===== config.mk =====
export PLATFORM = sky130hd
export DESIGN_NAME = sw_activity_counter
export DESIGN_NICKNAME = d
export VERILOG_FILES = /design/src/rtl/sw_activity_counter.sv
export SDC_FILE = /design/constraint.sdc
export NUM_CORES = 1
export LEC_CHECK = 0
export ABC_AREA = 1
export CAP_MARGIN = 30
export CORE_MARGIN = 5
export CORE_UTILIZATION = 50
export CTS_BUF_LIST = sky130_fd_sc_hd__clkbuf_2 sky130_fd_sc_hd__clkbuf_4 sky130_fd_sc_hd__clkbuf_8
export CTS_CLUSTER_SIZE = 25
export DETAILED_ROUTE_END_ITERATION = 10
export PLACE_DENSITY = 0.86
export SLEW_MARGIN = 15
export SYNTH_ARGS = -nofsm -noshare
export SYNTH_HDL_FRONTEND = slang
export SYNTH_SLANG_ARGS = --single-unit

===== constraint.sdc =====
create_clock -name clk -period 2.5 [get_ports clk]
set_input_delay 0.5 -clock clk [delete_from_list [all_inputs] [get_ports clk]]
set_output_delay 0.5 -clock clk [all_outputs]
set_load 0.02 [all_outputs]

===== src/rtl/sw_activity_counter.sv =====
// Switching-activity monitor: counts bit toggles between consecutive valid samples over a window.
// Optional peak tracking is enabled by defining ACT_PEAK_EN (adds the res_peak port).
module sw_activity_counter #(
  parameter int WIDTH  = 4,
  parameter int WINDOW = 16,
  parameter int CNT_W  = 16
) (
  input  logic             clk,
  input  logic             rst,
  input  logic             start,
  input  logic [WIDTH-1:0] obs,
  input  logic             obs_vld,
  output logic             busy,
  output logic             res_vld,
  input  logic             res_rdy,
  output logic [CNT_W-1:0] res_count,
  output logic             res_sat
`ifdef ACT_PEAK_EN
  ,
  output logic [$clog2(WIDTH+1)-1:0] res_peak
`endif
);

  localparam int DW  = $clog2(WIDTH + 1);
  localparam int DCW = $clog2(WINDOW + 1);
  localparam logic [DCW-1:0] LAST_DELTA = DCW'(WINDOW - 1);

  typedef enum logic [1:0] {
    IDLE    = 2'd0,
    CAPTURE = 2'd1,
    COUNT   = 2'd2,
    REPORT  = 2'd3
  } state_t;

  state_t           state;
  state_t           state_nx;
  logic [WIDTH-1:0] prev;
  logic [CNT_W-1:0] acc;
  logic [DCW-1:0]   deltas;
  logic             sat;
  logic [WIDTH-1:0] toggles;
  logic [DW-1:0]    d;
  logic [CNT_W:0]   sum;
  logic             ovf;
  logic [CNT_W-1:0] acc_nx;
  logic             last_delta;

  // Toggle count between the incoming sample and the previous valid one.
  always_comb begin
    toggles = obs ^ prev;
    d = '0;
    for (int i = 0; i < WIDTH; i++) begin
      d = d + DW'(toggles[i]);
    end
  end

  // Saturating accumulate: the carry out of the widened add means the max was exceeded.
  always_comb begin
    sum        = {1'b0, acc} + (CNT_W + 1)'(d);
    ovf        = sum[CNT_W];
    acc_nx     = ovf ? {CNT_W{1'b1}} : sum[CNT_W-1:0];
    last_delta = (deltas == LAST_DELTA);
  end

  always_comb begin
    state_nx = state;
    case (state)
      IDLE:    if (start) state_nx = CAPTURE;
      CAPTURE: if (obs_vld) state_nx = COUNT;
      COUNT:   if (obs_vld && last_delta) state_nx = REPORT;
      REPORT:  if (res_rdy) state_nx = IDLE;
      default: state_nx = IDLE;
    endcase
  end

  // busy/res_vld are registered from the next state so they line up with the state register.
  always_ff @(posedge clk) begin
    if (rst) begin
      state   <= IDLE;
      busy    <= 1'b0;
      res_vld <= 1'b0;
    end else begin
      state   <= state_nx;
      busy    <= (state_nx == CAPTURE) || (state_nx == COUNT);
      res_vld <= (state_nx == REPORT);
    end
  end

  always_ff @(posedge clk) begin
    if (rst) begin
      prev   <= '0;
      acc    <= '0;
      deltas <= '0;
      sat    <= 1'b0;
    end else begin
      case (state)
        IDLE: begin
          if (start) begin
            acc    <= '0;
            deltas <= '0;
            sat    <= 1'b0;
          end
        end
        CAPTURE: begin
          if (obs_vld) prev <= obs;
        end
        COUNT: begin
          if (obs_vld) begin
            acc    <= acc_nx;
            sat    <= sat | ovf;
            prev   <= obs;
            deltas <= deltas + DCW'(1);
          end
        end
        default: ;
      endcase
    end
  end

  assign res_count = acc;
  assign res_sat   = sat;

`ifdef ACT_PEAK_EN
  logic [DW-1:0] peak;

  always_ff @(posedge clk) begin
    if (rst) begin
      peak <= '0;
    end else if (state == IDLE && start) begin
      peak <= '0;
    end else if (state == COUNT && obs_vld && d > peak) begin
      peak <= d;
    end
  end

  assign res_peak = peak;
`endif

endmodule


Yosys cells after proc, flatten, opt, wreduce, memory -nomap -nowiden
Cells that the tools add are included.
{"block": "op_classes", "add_sub_neg": 5, "n_eq_ne": 9, "mux": 15, "bitwise": 2, "reduce_logical": 7}
{"operator": "2-to-1 mux 16 bit", "count": 3}
{"operator": "case mux 16 bit (2 select lines)", "count": 1}
{"operator": "adder 16 x 3 -> 17 bit", "count": 1}
{"operator": "2-to-1 mux 5 bit", "count": 2}
{"operator": "case mux 5 bit (2 select lines)", "count": 1}
{"operator": "equality test 2 bit, second input constant", "count": 4}
{"operator": "2-to-1 mux 2 bit", "count": 4}
{"operator": "case mux 2 bit (4 select lines)", "count": 1}
{"operator": "adder 5 x 1 -> 5 bit, second input constant", "count": 1}
{"operator": "equality test 5 x 4 -> 1 bit, second input constant", "count": 1}
{"operator": "equality test 2 x 1 -> 1 bit, second input constant", "count": 2}
{"operator": "inequality test 2 bit, second input constant", "count": 2}
{"operator": "XOR 4 bit", "count": 1}
{"operator": "adder 2 x 1 -> 3 bit", "count": 1}
{"operator": "adder 3 x 1 -> 3 bit", "count": 1}
{"operator": "AND reduction 3 bit", "count": 1}
{"operator": "adder 1 x 1 -> 2 bit", "count": 1}
{"operator": "logical NOT 2 bit", "count": 1}
{"operator": "2-to-1 mux 1 bit", "count": 2}
{"operator": "case mux 1 bit (2 select lines)", "count": 1}
{"operator": "AND reduction 2 bit", "count": 1}
{"operator": "nonzero test 2 bit", "count": 1}
{"operator": "OR reduction 2 bit", "count": 1}
{"operator": "logical AND 1 bit", "count": 1}
{"operator": "other kinds (2)", "count": 2}
{"block": "totals", "regBits": 30, "inputBits": 9}

Depth between registers and ports, before layout
Gate-level depths: netlist (run 1).
{"block": "logic_depth", "word_depth": 8, "depth_mapped": 12, "mapped_depth_nobuf": 12}

Worst setup path after synthesis (run 1)
Ideal clock, no wire load.
{"block": "synth_path", "path_kind": "in2reg", "startpoint": "in obs[0]", "endpoint": "reg acc[15], in the netlist res_count[15]", "setup_ns": 0.067, "t_arrival_ns": 2.577, "t_required_ns": 2.433, "path_slack_ns": -0.145, "stages": 12, "n_path_buf": 1, "cell_sequence": "xnor2_1 fa_1 fa_1 inv_1 fa_1 nand3_2 nor2_4 nand4_2 buf_6 nand3_1 nand2_1 a21oi_2"}
{"block": "synth_between", "elab_chain_cells": 8}
{"item": "from (decl)", "line": "11", "source": "input logic [WIDTH-1:0] obs,"}
{"item": "XOR 4 bit", "line": "50", "source": "toggles = obs ^ prev;"}
{"item": "adder 1 x 1 -> 2 bit", "line": "53", "source": "d = d + DW'(toggles[i]);"}
{"item": "adder 2 x 1 -> 3 bit", "line": "53"}
{"item": "adder 3 x 1 -> 3 bit", "line": "53"}
{"item": "adder 16 x 3 -> 17 bit", "line": "59", "source": "sum = {1'b0, acc} + (CNT_W + 1)'(d);"}
{"item": "2-to-1 mux 16 bit", "line": "61", "source": "acc_nx = ovf ? {CNT_W{1'b1}} : sum[CNT_W-1:0];"}
{"item": "2-to-1 mux 16 bit", "line": "108", "source": "if (obs_vld) begin"}
{"item": "case mux 16 bit (2 select lines)", "line": "96", "source": "case (state)"}
{"item": "to (signal assigned)", "line": "109", "source": "acc <= acc_nx;"}
{"item": "to (decl)", "line": "38", "source": "logic [CNT_W-1:0] acc;"}
Every way passes these cells. The select of a mux whose other input is x is not followed.
A chain may end at the register's enable or synchronous reset.

Final worst setup path (run 1)
{"block": "layout_path", "startpoint": "in obs[2]", "endpoint": "reg acc[10], in the netlist res_count[10]"}
{"block": "layout_between", "elab_chain_cells": 7}
{"item": "XOR 4 bit", "line": "50"}
{"item": "adder 2 x 1 -> 3 bit", "line": "53"}
{"item": "adder 3 x 1 -> 3 bit", "line": "53"}
{"item": "adder 16 x 3 -> 17 bit", "line": "59"}
{"item": "2-to-1 mux 16 bit", "line": "61"}
{"item": "2-to-1 mux 16 bit", "line": "108"}
{"item": "case mux 16 bit (2 select lines)", "line": "96"}
Every way passes these cells. The select of a mux whose other input is x is not followed.

==> results.ini, run 1 <==
[power]
peakVddDrop_uv=363
clkPwrFrac_pct=35.1
post_route_total_power_w=0.00111
internal_power_w=0.000801
power_per_cell_area_mw_per_mm2=464
leak_pwr_nw=0.992
power_frac_seq_pct=45.9
net-switching-power_w=0.000309
switch_share_pct=27.9
pwr-share-comb_pct=19.0

[synth]
combinational_family_with_the_most_area_after_synthesis=simple AND/OR/NAND/NOR gates
post_synthesis_instance_area_sq_mm=0.00184
area_fraction_in_compound_gates_after_synthesis_pct=13.1
mappedNetlistNets=274
synth_xor_area_share_pct=5.71
multiplexer_share_of_the_synthesized_area_pct=0
synthesis.area_per_instance_sq_um=7.24
synth_cell_type_count=32
synth-adder-area-share_pct=8.71
synth_register_bits=30
ys_seq_area_share_pct=32.7
syn_inst=254
yosys_warnings=0
post_synth_and_or_nand_nor_area_fraction_pct=30.5

[routing]
first_iter_violations=89
avgViaCountPerCell=5.18
detail_route.wirelength.met1_mm=1.92
wl_per_cell_um=13.0
via_count_of_the_routed_design=1776
wl_met2_mm=2.19
dr_wl_met3_um=241
top_layer=met4
postRouteWirelength_mm=4.45
dr.pass1.iters=5
drc_errors=0
ant_nets=0

[sta]
final_critical_path_setup_slack_ns=-0.0826
final_min_period_over_clock_period_pct=103
timing_worst_slew_pin_value_ns=0.493
finalHoldViolations=0
rsz0062_at_grt=yes
final.setup_skew_ns=0.00671
relSlewSlack_pct=67.0
finalHoldWorstSlack_ns=0.499
final_total_negative_setup_slack_ns=-0.431
final-max-slew-violation-count=0
min_period_ns=2.58
setup-violations-final=13
fmaxAchievable_mhz=387

[global_routing]
first_global_vias=1748
globalRouteOverflowTotal=0
initial_antenna_violation_count=0
groute.usage.overall_pct=18.9
grt_pass1_wl_mm=7.51
grt_start_max_net_pins=20

[finish]
layout-area-overhead-vs-synth_pct=30.1
antennaDiodeCount=0
layout-drive-gt1-share_pct=21.0
final-instance-count-excl-fill=343
final_nets=315

[die]
ioPinCount=28
die-width_um=70.7
floorplan.initialDensity_pct=51.0
fp.dieArea_sq_mm=0.00499
die_h_um=70.7
placeableCoreArea_sq_mm=0.00361
number_of_standard_cell_rows_in_the_floorplan=22

[placement]
preCtsSetupSlack_ns=-0.712
numPortBuffers=27
dp.final_hpwl_mm=3.06
placed_cells_incl_taps=334
gpl.final_weighted_congestion=0.860

[cts]
tritoncts=done
cts.clk_slew.worst_paths_ns=0.06
clock_insertion_delay_at_the_later_pin_of_the_skew_report_ns=0.29
cts_sinks=30
clock_path_buffers=2
cts-buffers-inserted=5
cts_htree_levels=2
hold_buffers=0
ctsRootBufferMaster=sky130_fd_sc_hd__clkbuf_8

[setup_path]
critPathMaxFanout=5
critPathRequiredTime_ns=2.65
worstSetupEndpointType=flop
critical_path_arrival_ns=2.74
worstSetupStartpoint=obs[2]
crit_type=input pin to flop
r2r-start=prev[2]
timing.critical_path.from_type=input pin

[min_path]
hold_path.class=flop to flop
min-delay-start=res_count[0]

[status]
run_status=complete, but fails checks
violated_checks=setup timing

[flow_run]
drv_cap=0

==> synthesized netlist by cell type <==
cell / instances / share of area [%]
sky130_fd_sc_hd__a221oi_1: 1 / 0.48
sky130_fd_sc_hd__a21oi_1: 14 / 3.8
sky130_fd_sc_hd__nor2_4: 3 / 1.8
sky130_fd_sc_hd__a31oi_1: 1 / 0.34
sky130_fd_sc_hd__inv_1: 32 / 6.5
sky130_fd_sc_hd__nand2_2: 2 / 0.68
sky130_fd_sc_hd__ha_1: 8 / 5.4
sky130_fd_sc_hd__nand2_4: 1 / 0.61
sky130_fd_sc_hd__xnor2_1: 5 / 2.4
sky130_fd_sc_hd__xor2_1: 7 / 3.3
sky130_fd_sc_hd__clkbuf_1: 1 / 0.20
sky130_fd_sc_hd__nor2_1: 28 / 5.7
sky130_fd_sc_hd__a22oi_1: 1 / 0.41
sky130_fd_sc_hd__nand2_1: 61 / 12
sky130_fd_sc_hd__inv_2: 1 / 0.20
sky130_fd_sc_hd__buf_1: 1 / 0.20
sky130_fd_sc_hd__nand3_1: 10 / 2.7
sky130_fd_sc_hd__nand3_2: 4 / 2.2
sky130_fd_sc_hd__nor3_1: 1 / 0.27
sky130_fd_sc_hd__a211oi_1: 1 / 0.41
sky130_fd_sc_hd__o21ai_0: 15 / 4.1
sky130_fd_sc_hd__dfxtp_1: 30 / 33
sky130_fd_sc_hd__o21ai_2: 1 / 0.48
sky130_fd_sc_hd__inv_4: 1 / 0.34
sky130_fd_sc_hd__nand4_1: 6 / 2.0
sky130_fd_sc_hd__o31ai_1: 1 / 0.41
sky130_fd_sc_hd__a21oi_2: 5 / 2.4
sky130_fd_sc_hd__buf_6: 3 / 1.8
sky130_fd_sc_hd__nand4_2: 1 / 0.68
sky130_fd_sc_hd__fa_1: 3 / 3.3
sky130_fd_sc_hd__nor2_2: 4 / 1.4
sky130_fd_sc_hd__o21ai_1: 1 / 0.27
==> power by group through the flow <==
stage                     clock [W]  combinational, W  sequential [W]
after global routing       0.000418          0.000237        0.000511
after detailed placement          0          0.000191        0.000519
after CTS                  0.000396          0.000203        0.000509
after global placement            0          0.000180        0.000517
final                      0.000390          0.000211        0.000509
after floorplan                   0          0.000131        0.000520
==> state kept, by name, summed over array words and instances, names as in the netlist <==
name	flops
deltas	5
prev	4
res_vld	1
res_sat	1
busy	1
res_count	16
state	2
==> worst paths after layout <==
path	end	slack [ns]	cells after the start
worst min register to register	res_count[0]	0.50	2
worst max-delay path	res_count[10]	-0.08	13
worst min-delay path	res_count[0]	0.50	2
worst max register to register	res_count[10]	-0.06	12
==> metrics by stage <==
step	instance area, sq um	util, %
floorplan	1870	-
global route	2390	66.3
detailed placement	2230	61.9
global placement	2230	61.9
finish	2390	66.3
CTS	2350	65.1
==> routing by layer <==
layer | up-vias | global-route usage [%]
li1 | 888 | -
met1 | 820 | 21.7
met2 | 55 | 31.8
met3 | 13 | 5.26
met4 | 0 | 9.81
met5 | - | 0
==> repair_timing <==
item	in CTS	in global routing
gates cloned	0	0
setup endpoints to repair	17	16
resized for setup	17	12
setup buffers	2	0
pin swaps	9	5
==> final cells by class <==
type                            instances  area [sq um]
Timing Repair Buffer                   39           364
Sequential cell                        30           607
Fill cell                             302          1210
Tap cell                               48          60.1
Multi-Input combinational cell        185          1150
Clock buffer                            7          83.8
Inverter                               34           130
==> critical path, stage by stage <==
cell                      delay, ns
sky130_fd_sc_hd__buf_4         0.12
sky130_fd_sc_hd__xnor2_2       0.17
sky130_fd_sc_hd__fa_1          0.46
sky130_fd_sc_hd__fa_2          0.37
sky130_fd_sc_hd__inv_2         0.07
sky130_fd_sc_hd__fa_2          0.20
sky130_fd_sc_hd__nand3_2       0.09
sky130_fd_sc_hd__nor2_4        0.23
sky130_fd_sc_hd__nand2_2       0.12
sky130_fd_sc_hd__xor2_1        0.18
sky130_fd_sc_hd__nand2_1       0.08
sky130_fd_sc_hd__nand2_1       0.08
sky130_fd_sc_hd__a21oi_2       0.05
==> cells by family after synthesis <==
group | Yosys count
compound gates | 41
xor+xnor | 12
fa+ha+maj | 11
buf+inv | 39
flops | 30
simple gates | 121
==> cells in the final DEF, fill, tap and decap left out, types with 2 or more instances in the layout <==
cell type	netlist	layout
sky130_fd_sc_hd__dfxtp_1	30	27
sky130_fd_sc_hd__nand3_2	4	6
sky130_fd_sc_hd__clkbuf_8	0	5
sky130_fd_sc_hd__buf_6	3	3
sky130_fd_sc_hd__inv_2	1	2
sky130_fd_sc_hd__dfxtp_2	0	2
sky130_fd_sc_hd__buf_4	0	10
sky130_fd_sc_hd__xor2_1	7	7
sky130_fd_sc_hd__clkdlybuf4s50_1	0	25
sky130_fd_sc_hd__o21ai_1	1	2
sky130_fd_sc_hd__xnor2_1	5	3
sky130_fd_sc_hd__a21oi_2	5	7
sky130_fd_sc_hd__nand2_2	2	6
sky130_fd_sc_hd__inv_1	32	31
sky130_fd_sc_hd__ha_1	8	8
sky130_fd_sc_hd__nor2_4	3	4
sky130_fd_sc_hd__nand3_1	10	8
sky130_fd_sc_hd__nand4_1	6	6
sky130_fd_sc_hd__clkbuf_4	0	2
sky130_fd_sc_hd__fa_2	0	2
sky130_fd_sc_hd__o21ai_0	15	14
sky130_fd_sc_hd__a21oi_1	14	12
sky130_fd_sc_hd__nor2_2	4	4
sky130_fd_sc_hd__nand2_1	61	57
sky130_fd_sc_hd__nor2_1	28	27
Note: power is estimated with default switching activity, not from simulation.
==> run 2: changes to the inputs <==
--- a/config.mk
+++ b/config.mk
@@ -8,11 +8,11 @@
 export ABC_AREA = 1
 export CAP_MARGIN = 30
 export CORE_MARGIN = 5
-export CORE_UTILIZATION = 50
+export CORE_UTILIZATION = 40
 export CTS_BUF_LIST = sky130_fd_sc_hd__clkbuf_2 sky130_fd_sc_hd__clkbuf_4 sky130_fd_sc_hd__clkbuf_8
 export CTS_CLUSTER_SIZE = 25
 export DETAILED_ROUTE_END_ITERATION = 10
-export PLACE_DENSITY = 0.86
+export PLACE_DENSITY = 0.72
 export SLEW_MARGIN = 15
 export SYNTH_ARGS = -nofsm -noshare
 export SYNTH_HDL_FRONTEND = slang
==> run 2 against run 1 <==
Effect of this change: flip-flop and latch count unchanged; register-to-register slack about the same; the run still ends with setup timing left; critical path type is now flop to flop; first-iteration DRC count increased by 70%; design area increased by 1.3%; clock skew decreased by 0.0022 ns; global-route usage decreased by 3.3 points; sequential share of layout area decreased by 0.31 points; non-clock buffer count unchanged; maximum frequency increased by 1.2%.
==> results.ini, run 2 (synthesized netlist as in run 1, its figures left out) <==
[setup_path]
critical_path_arrival_ns=2.72
critPathRequiredTime_ns=2.67
critPathMaxFanout=6
timing.critical_path.from_type=flop
crit_type=flop to flop
worstSetupEndpointType=flop

[cts]
cts_htree_levels=2
tritoncts=done
cts-buffers-inserted=5
hold_buffers=0
cts_sinks=30
cts.clk_slew.worst_paths_ns=0.07
ctsRootBufferMaster=sky130_fd_sc_hd__clkbuf_8
clock_insertion_delay_at_the_later_pin_of_the_skew_report_ns=0.29
clock_path_buffers=2

[sta]
setup-violations-final=11
fmaxAchievable_mhz=392
final-max-slew-violation-count=0
final_min_period_over_clock_period_pct=102
rsz0062_at_grt=yes
final_critical_path_setup_slack_ns=-0.0525
relSlewSlack_pct=79.8
final.setup_skew_ns=0.00447
min_period_ns=2.55
timing_worst_slew_pin_value_ns=0.303
finalHoldViolations=0

[flow_run]
drv_cap=0

[status]
violated_checks=setup timing
run_status=complete, but fails checks

[die]
floorplan.initialDensity_pct=41.7
ioPinCount=28
number_of_standard_cell_rows_in_the_floorplan=24
die-width_um=77.8
die_h_um=77.8
fp.dieArea_sq_mm=0.00605
placeableCoreArea_sq_mm=0.00441

[power]
pwr-share-comb_pct=18.7
peakVddDrop_uv=332
clkPwrFrac_pct=36.7
leak_pwr_nw=1.00
net-switching-power_w=0.000315
switch_share_pct=27.7
internal_power_w=0.000824
power_per_cell_area_mw_per_mm2=470
power_frac_seq_pct=44.6

[placement]
gpl.final_weighted_congestion=0.815
preCtsSetupSlack_ns=-0.734
dp.final_hpwl_mm=3.03
postPlaceCellArea_sq_mm=0.00222
numPortBuffers=27

[routing]
first_iter_violations=151
avgViaCountPerCell=4.94
dr.pass1.iters=4
wl_per_cell_um=12.3
postRouteWirelength_mm=4.28
ant_nets=0
via_count_of_the_routed_design=1719
drc_errors=0

[finish]
layout-drive-gt1-share_pct=22.6
final_cell_area_sq_mm=0.00242
final_nets=315
fillers=418
final_common_cell=sky130_fd_sc_hd__nand2_1
layout_common_cells=sky130_fd_sc_hd__nand2_1 (53), sky130_fd_sc_hd__inv_1 (31), sky130_fd_sc_hd__nor2_1 (27), sky130_fd_sc_hd__dfxtp_1 (27), sky130_fd_sc_hd__clkdlybuf4s50_1 (25)
largest_reg_flops=16
multiInputGateArea_sq_mm=0.00116
antennaDiodeCount=0
seqCellArea_sq_um=607
layout-area-overhead-vs-synth_pct=31.7

[min_path]
hold_path.class=flop to flop

[global_routing]
globalRouteOverflowTotal=0
initial_antenna_violation_count=0
grt_pass1_wl_mm=7.86
grt_start_max_net_pins=23
first_global_vias=1751
groute.usage.overall_pct=15.5

==> run 2: area by class of cell <==
cell class / instances / share of cell area [%]
inverter: 34 / 5.37
timing repair buffer: 39 / 15.0
clock buffer: 7 / 3.72
clock inverter: 1 / 0.207
multi-input combinational: 185 / 47.9
sequential: 30 / 25.1
tap: 52 / 2.69
==> run 2: per-layer routing <==
layer  vias up  share of wire [%]  track usage (%)  routed length (um)
met5         -                  0                0                   0
met4         0                1.5             5.15                  65
met3         9                4.8             3.47                 207
met2        41                 46             24.5                1950
met1       776                 48             20.8                2060
li1        893                  -                -                   -
==> run 2: through the flow <==
step	std cells	total power, W	util (%)	hold slack [ns]	TNS, ns
after floorplan	254	0.000651	-	0.459	-0.291
after global placement	336	0.000704	50.3	0.473	-10.86
after detailed placement	336	0.000705	50.3	0.490	-11.72
after CTS	347	0.00114	54.1	0.505	-0.00973
after global routing	348	0.00120	54.9	0.509	-2.54
final	348	0.00114	54.9	0.492	-0.318
==> run 2: power by group through the flow <==
stage	sequential, W	clock (W)	combinational [W]
3_5_place_dp	0.000518	0	0.000187
4_1_cts	0.000508	0.000428	0.000203
5_1_grt	0.000510	0.000452	0.000242
2_1_floorplan	0.000520	0	0.000131
3_3_place_gp	0.000517	0	0.000187
6_report	0.000508	0.000418	0.000213
==> run 2: final timing paths <==
kind                            depth (start not counted)      endpoint         start  slack, ns
worst min register to register                          2  res_count[0]  res_count[0]       0.49
worst max register to register                         12  res_count[8]       prev[2]      -0.05
worst min-delay path                                    2  res_count[0]  res_count[0]       0.49
worst max-delay path                                   12  res_count[8]       prev[2]      -0.05
==> run 2: worst max-delay path: stages, from the launching register on <==
cell	delay, ns
sky130_fd_sc_hd__dfxtp_2	0.33
sky130_fd_sc_hd__xnor2_2	0.17
sky130_fd_sc_hd__fa_1	0.45
sky130_fd_sc_hd__fa_2	0.35
sky130_fd_sc_hd__inv_2	0.08
sky130_fd_sc_hd__fa_2	0.21
sky130_fd_sc_hd__nand3_2	0.09
sky130_fd_sc_hd__nor2_4	0.24
sky130_fd_sc_hd__nand2_2	0.12
sky130_fd_sc_hd__xor2_1	0.20
sky130_fd_sc_hd__nand2_2	0.07
sky130_fd_sc_hd__nand2_2	0.08
sky130_fd_sc_hd__a21oi_2	0.05
==> run 2: what timing repair did <==
item / in CTS / in global routing
buffers inserted: 3 / 1
resized for setup: 25 / 9
setup endpoints to repair: 17 / 17
hold endpoints to repair: 0 / 0
pin swaps: 14 / 9
==> run 3: changes to the inputs <==
--- a/config.mk
+++ b/config.mk
@@ -13,6 +13,7 @@
 export CTS_CLUSTER_SIZE = 25
 export DETAILED_ROUTE_END_ITERATION = 10
 export PLACE_DENSITY = 0.72
+export SETUP_SLACK_MARGIN = 0.15
 export SLEW_MARGIN = 15
 export SYNTH_ARGS = -nofsm -noshare
 export SYNTH_HDL_FRONTEND = slang
==> run 3 against run 2 <==
Effect of this change: the run still ends with setup timing left; die area stayed put; power is 1.5% lower; critical endpoint unchanged; routed wire length shrank 5.8%; largest cell class unchanged.
==> results.ini, run 3 (synthesized netlist as in run 1, its figures left out) <==
[status]
run_status=complete, but fails checks
violated_checks=setup timing

[global_routing]
globalRouteOverflowTotal=0
grt_pass1_wl_mm=7.13
first_global_vias=1600
grt_start_max_net_pins=23
initial_antenna_violation_count=0
groute.usage.overall_pct=14.4

[setup_path]
crit_type=flop to flop
critPathRequiredTime_ns=2.72
timing.reg2reg.worst_path_depth=12
timing.critical_path.from_type=flop
crit_slowest_cell=sky130_fd_sc_hd__fa_1
critical_path_arrival_ns=2.75
timing.critical_path.slowest_cell_delay_ns=0.45
worstSetupPathDepth=12
worstPathBufferInverterCount=2
critPathMaxFanout=6
worstSetupEndpointType=flop
crit_family=adder cells
worst-r2r-setup-slack_ns=-0.03
crit_path_cell_trace=xnor2_2, fa_1, fa_2, inv_2, fa_2, nand3_2, nor2_4, nand4_4, buf_6, nand2_1, nand2_1, a21oi_2

[placement]
numPortBuffers=27
gpl.final_weighted_congestion=0.862
dp.final_hpwl_mm=2.94
postPlaceCellArea_sq_mm=0.00224
preCtsSetupSlack_ns=-0.746

[power]
leak_pwr_nw=0.999
switch_share_pct=27.5
power_per_cell_area_mw_per_mm2=469
pwr-share-comb_pct=17.7
power_frac_seq_pct=45.3
net-switching-power_w=0.000309
internal_power_w=0.000813
clkPwrFrac_pct=37.0
peakVddDrop_uv=281

[finish]
fillers=436
layout-area-overhead-vs-synth_pct=30.0
final_nets=315
final_common_cell=sky130_fd_sc_hd__nand2_1
layout-drive-gt1-share_pct=19.3
antennaDiodeCount=0
largest_reg_flops=16
layout_common_cells=sky130_fd_sc_hd__nand2_1 (58), sky130_fd_sc_hd__inv_1 (31), sky130_fd_sc_hd__nor2_1 (28), sky130_fd_sc_hd__dfxtp_1 (28), sky130_fd_sc_hd__clkdlybuf4s50_1 (25)
final_cell_area_sq_mm=0.00239

[sta]
setup-violations-final=10
min_period_ns=2.53
fmaxAchievable_mhz=395
relSlewSlack_pct=81.4
finalHoldViolations=0
final_min_period_over_clock_period_pct=101
rsz0062_at_grt=yes
final.setup_skew_ns=0.00594
final-max-slew-violation-count=0
final_critical_path_setup_slack_ns=-0.0301
timing_worst_slew_pin_value_ns=0.279

[die]
placeableCoreArea_sq_mm=0.00441
die-width_um=77.8
number_of_standard_cell_rows_in_the_floorplan=24
ioPinCount=28
die_h_um=77.8
floorplan.initialDensity_pct=41.7
fp.dieArea_sq_mm=0.00605

[routing]
drc_errors=0
dr.pass1.iters=4
postRouteWirelength_mm=4.03
avgViaCountPerCell=4.92
ant_nets=0
wl_per_cell_um=11.6
via_count_of_the_routed_design=1711
first_iter_violations=90

[min_path]
holdPathStages=2
hold_path.class=flop to flop

[cts]
clock_insertion_delay_at_the_later_pin_of_the_skew_report_ns=0.28
clock_path_buffers=2
cts_htree_levels=2
cts_sinks=30
cts-buffers-inserted=5
ctsRootBufferMaster=sky130_fd_sc_hd__clkbuf_8
cts.clk_slew.worst_paths_ns=0.07
tritoncts=done

[flow_run]
drv_cap=0

==> run 3: cell counts in the layout (fill, tap and decap cells not counted) <==
No cell type changed its count.
==> run 3: repair_timing <==
action,CTS,global route
pin swaps,15,12
endpoints found under the setup margin,17,17
buffers inserted,2,0
hold buffers,0,0
gates resized for setup,20,3
gates cloned,0,0
==> run 3: worst register-to-register path: stages (launching register included) <==
cell and delay, ns:
sky130_fd_sc_hd__dfxtp_2 0.34, sky130_fd_sc_hd__xnor2_2 0.17, sky130_fd_sc_hd__fa_1 0.45, sky130_fd_sc_hd__fa_2 0.35, sky130_fd_sc_hd__inv_2 0.08, sky130_fd_sc_hd__fa_2 0.22
sky130_fd_sc_hd__nand3_2 0.10, sky130_fd_sc_hd__nor2_4 0.22, sky130_fd_sc_hd__nand4_4 0.14, sky130_fd_sc_hd__buf_6 0.17, sky130_fd_sc_hd__nand2_1 0.06, sky130_fd_sc_hd__nand2_1 0.06
sky130_fd_sc_hd__a21oi_2 0.11
==> run 3: final cells by class <==
| class | count | area (sq um) | area share [%] |
|---|---|---|---|
| Multi-Input combinational cell | 185 | 1130 | 47.3 |
| Sequential cell | 30 | 606 | 25.3 |
| Timing Repair Buffer | 39 | 365 | 15.3 |
| Inverter | 34 | 130 | 5.44 |
| Clock buffer | 7 | 90.1 | 3.77 |
| Tap cell | 52 | 65.1 | 2.72 |
| Clock inverter | 1 | 5.00 | 0.209 |
==> run 3: per-layer routing <==
layer  track usage, %  vias up  wire length, um
li1                 -      895                -
met1             18.3      784             1940
met2             23.0       28             1860
met3             4.40        4              173
met4             5.15        0               57
met5                0        -                0
==> run 3: stage by stage <==
| step | setup TNS (ns) | total power, W | hold slack, ns | std cells | util, % |
|---|---|---|---|---|---|
| floorplan | -0.291 | 0.000651 | 0.459 | 254 | - |
| global placement | -10.66 | 0.000701 | 0.469 | 338 | 50.7 |
| detailed placement | -12.03 | 0.000707 | 0.471 | 338 | 50.7 |
| global route | -3.03 | 0.00118 | 0.505 | 348 | 54.2 |
| finish | -0.152 | 0.00112 | 0.493 | 348 | 54.2 |
| CTS | -1.22 | 0.00114 | 0.486 | 348 | 54.1 |
==> run 3: worst paths after layout <==
kind                     start           end
setup / recovery       prev[2]  res_count[8]
hold / removal    res_count[0]  res_count[0]
hold reg to reg   res_count[0]  res_count[0]
setup reg to reg       prev[2]  res_count[8]
==> run 3: power groups by stage <==
stage	logic [W]	clock network [W]	registers [W]
floorplan	0.000131	0	0.000520
detailed placement	0.000189	0	0.000519
global placement	0.000183	0	0.000517
finish	0.000199	0.000415	0.000509
global route	0.000225	0.000448	0.000510
CTS	0.000201	0.000430	0.000508
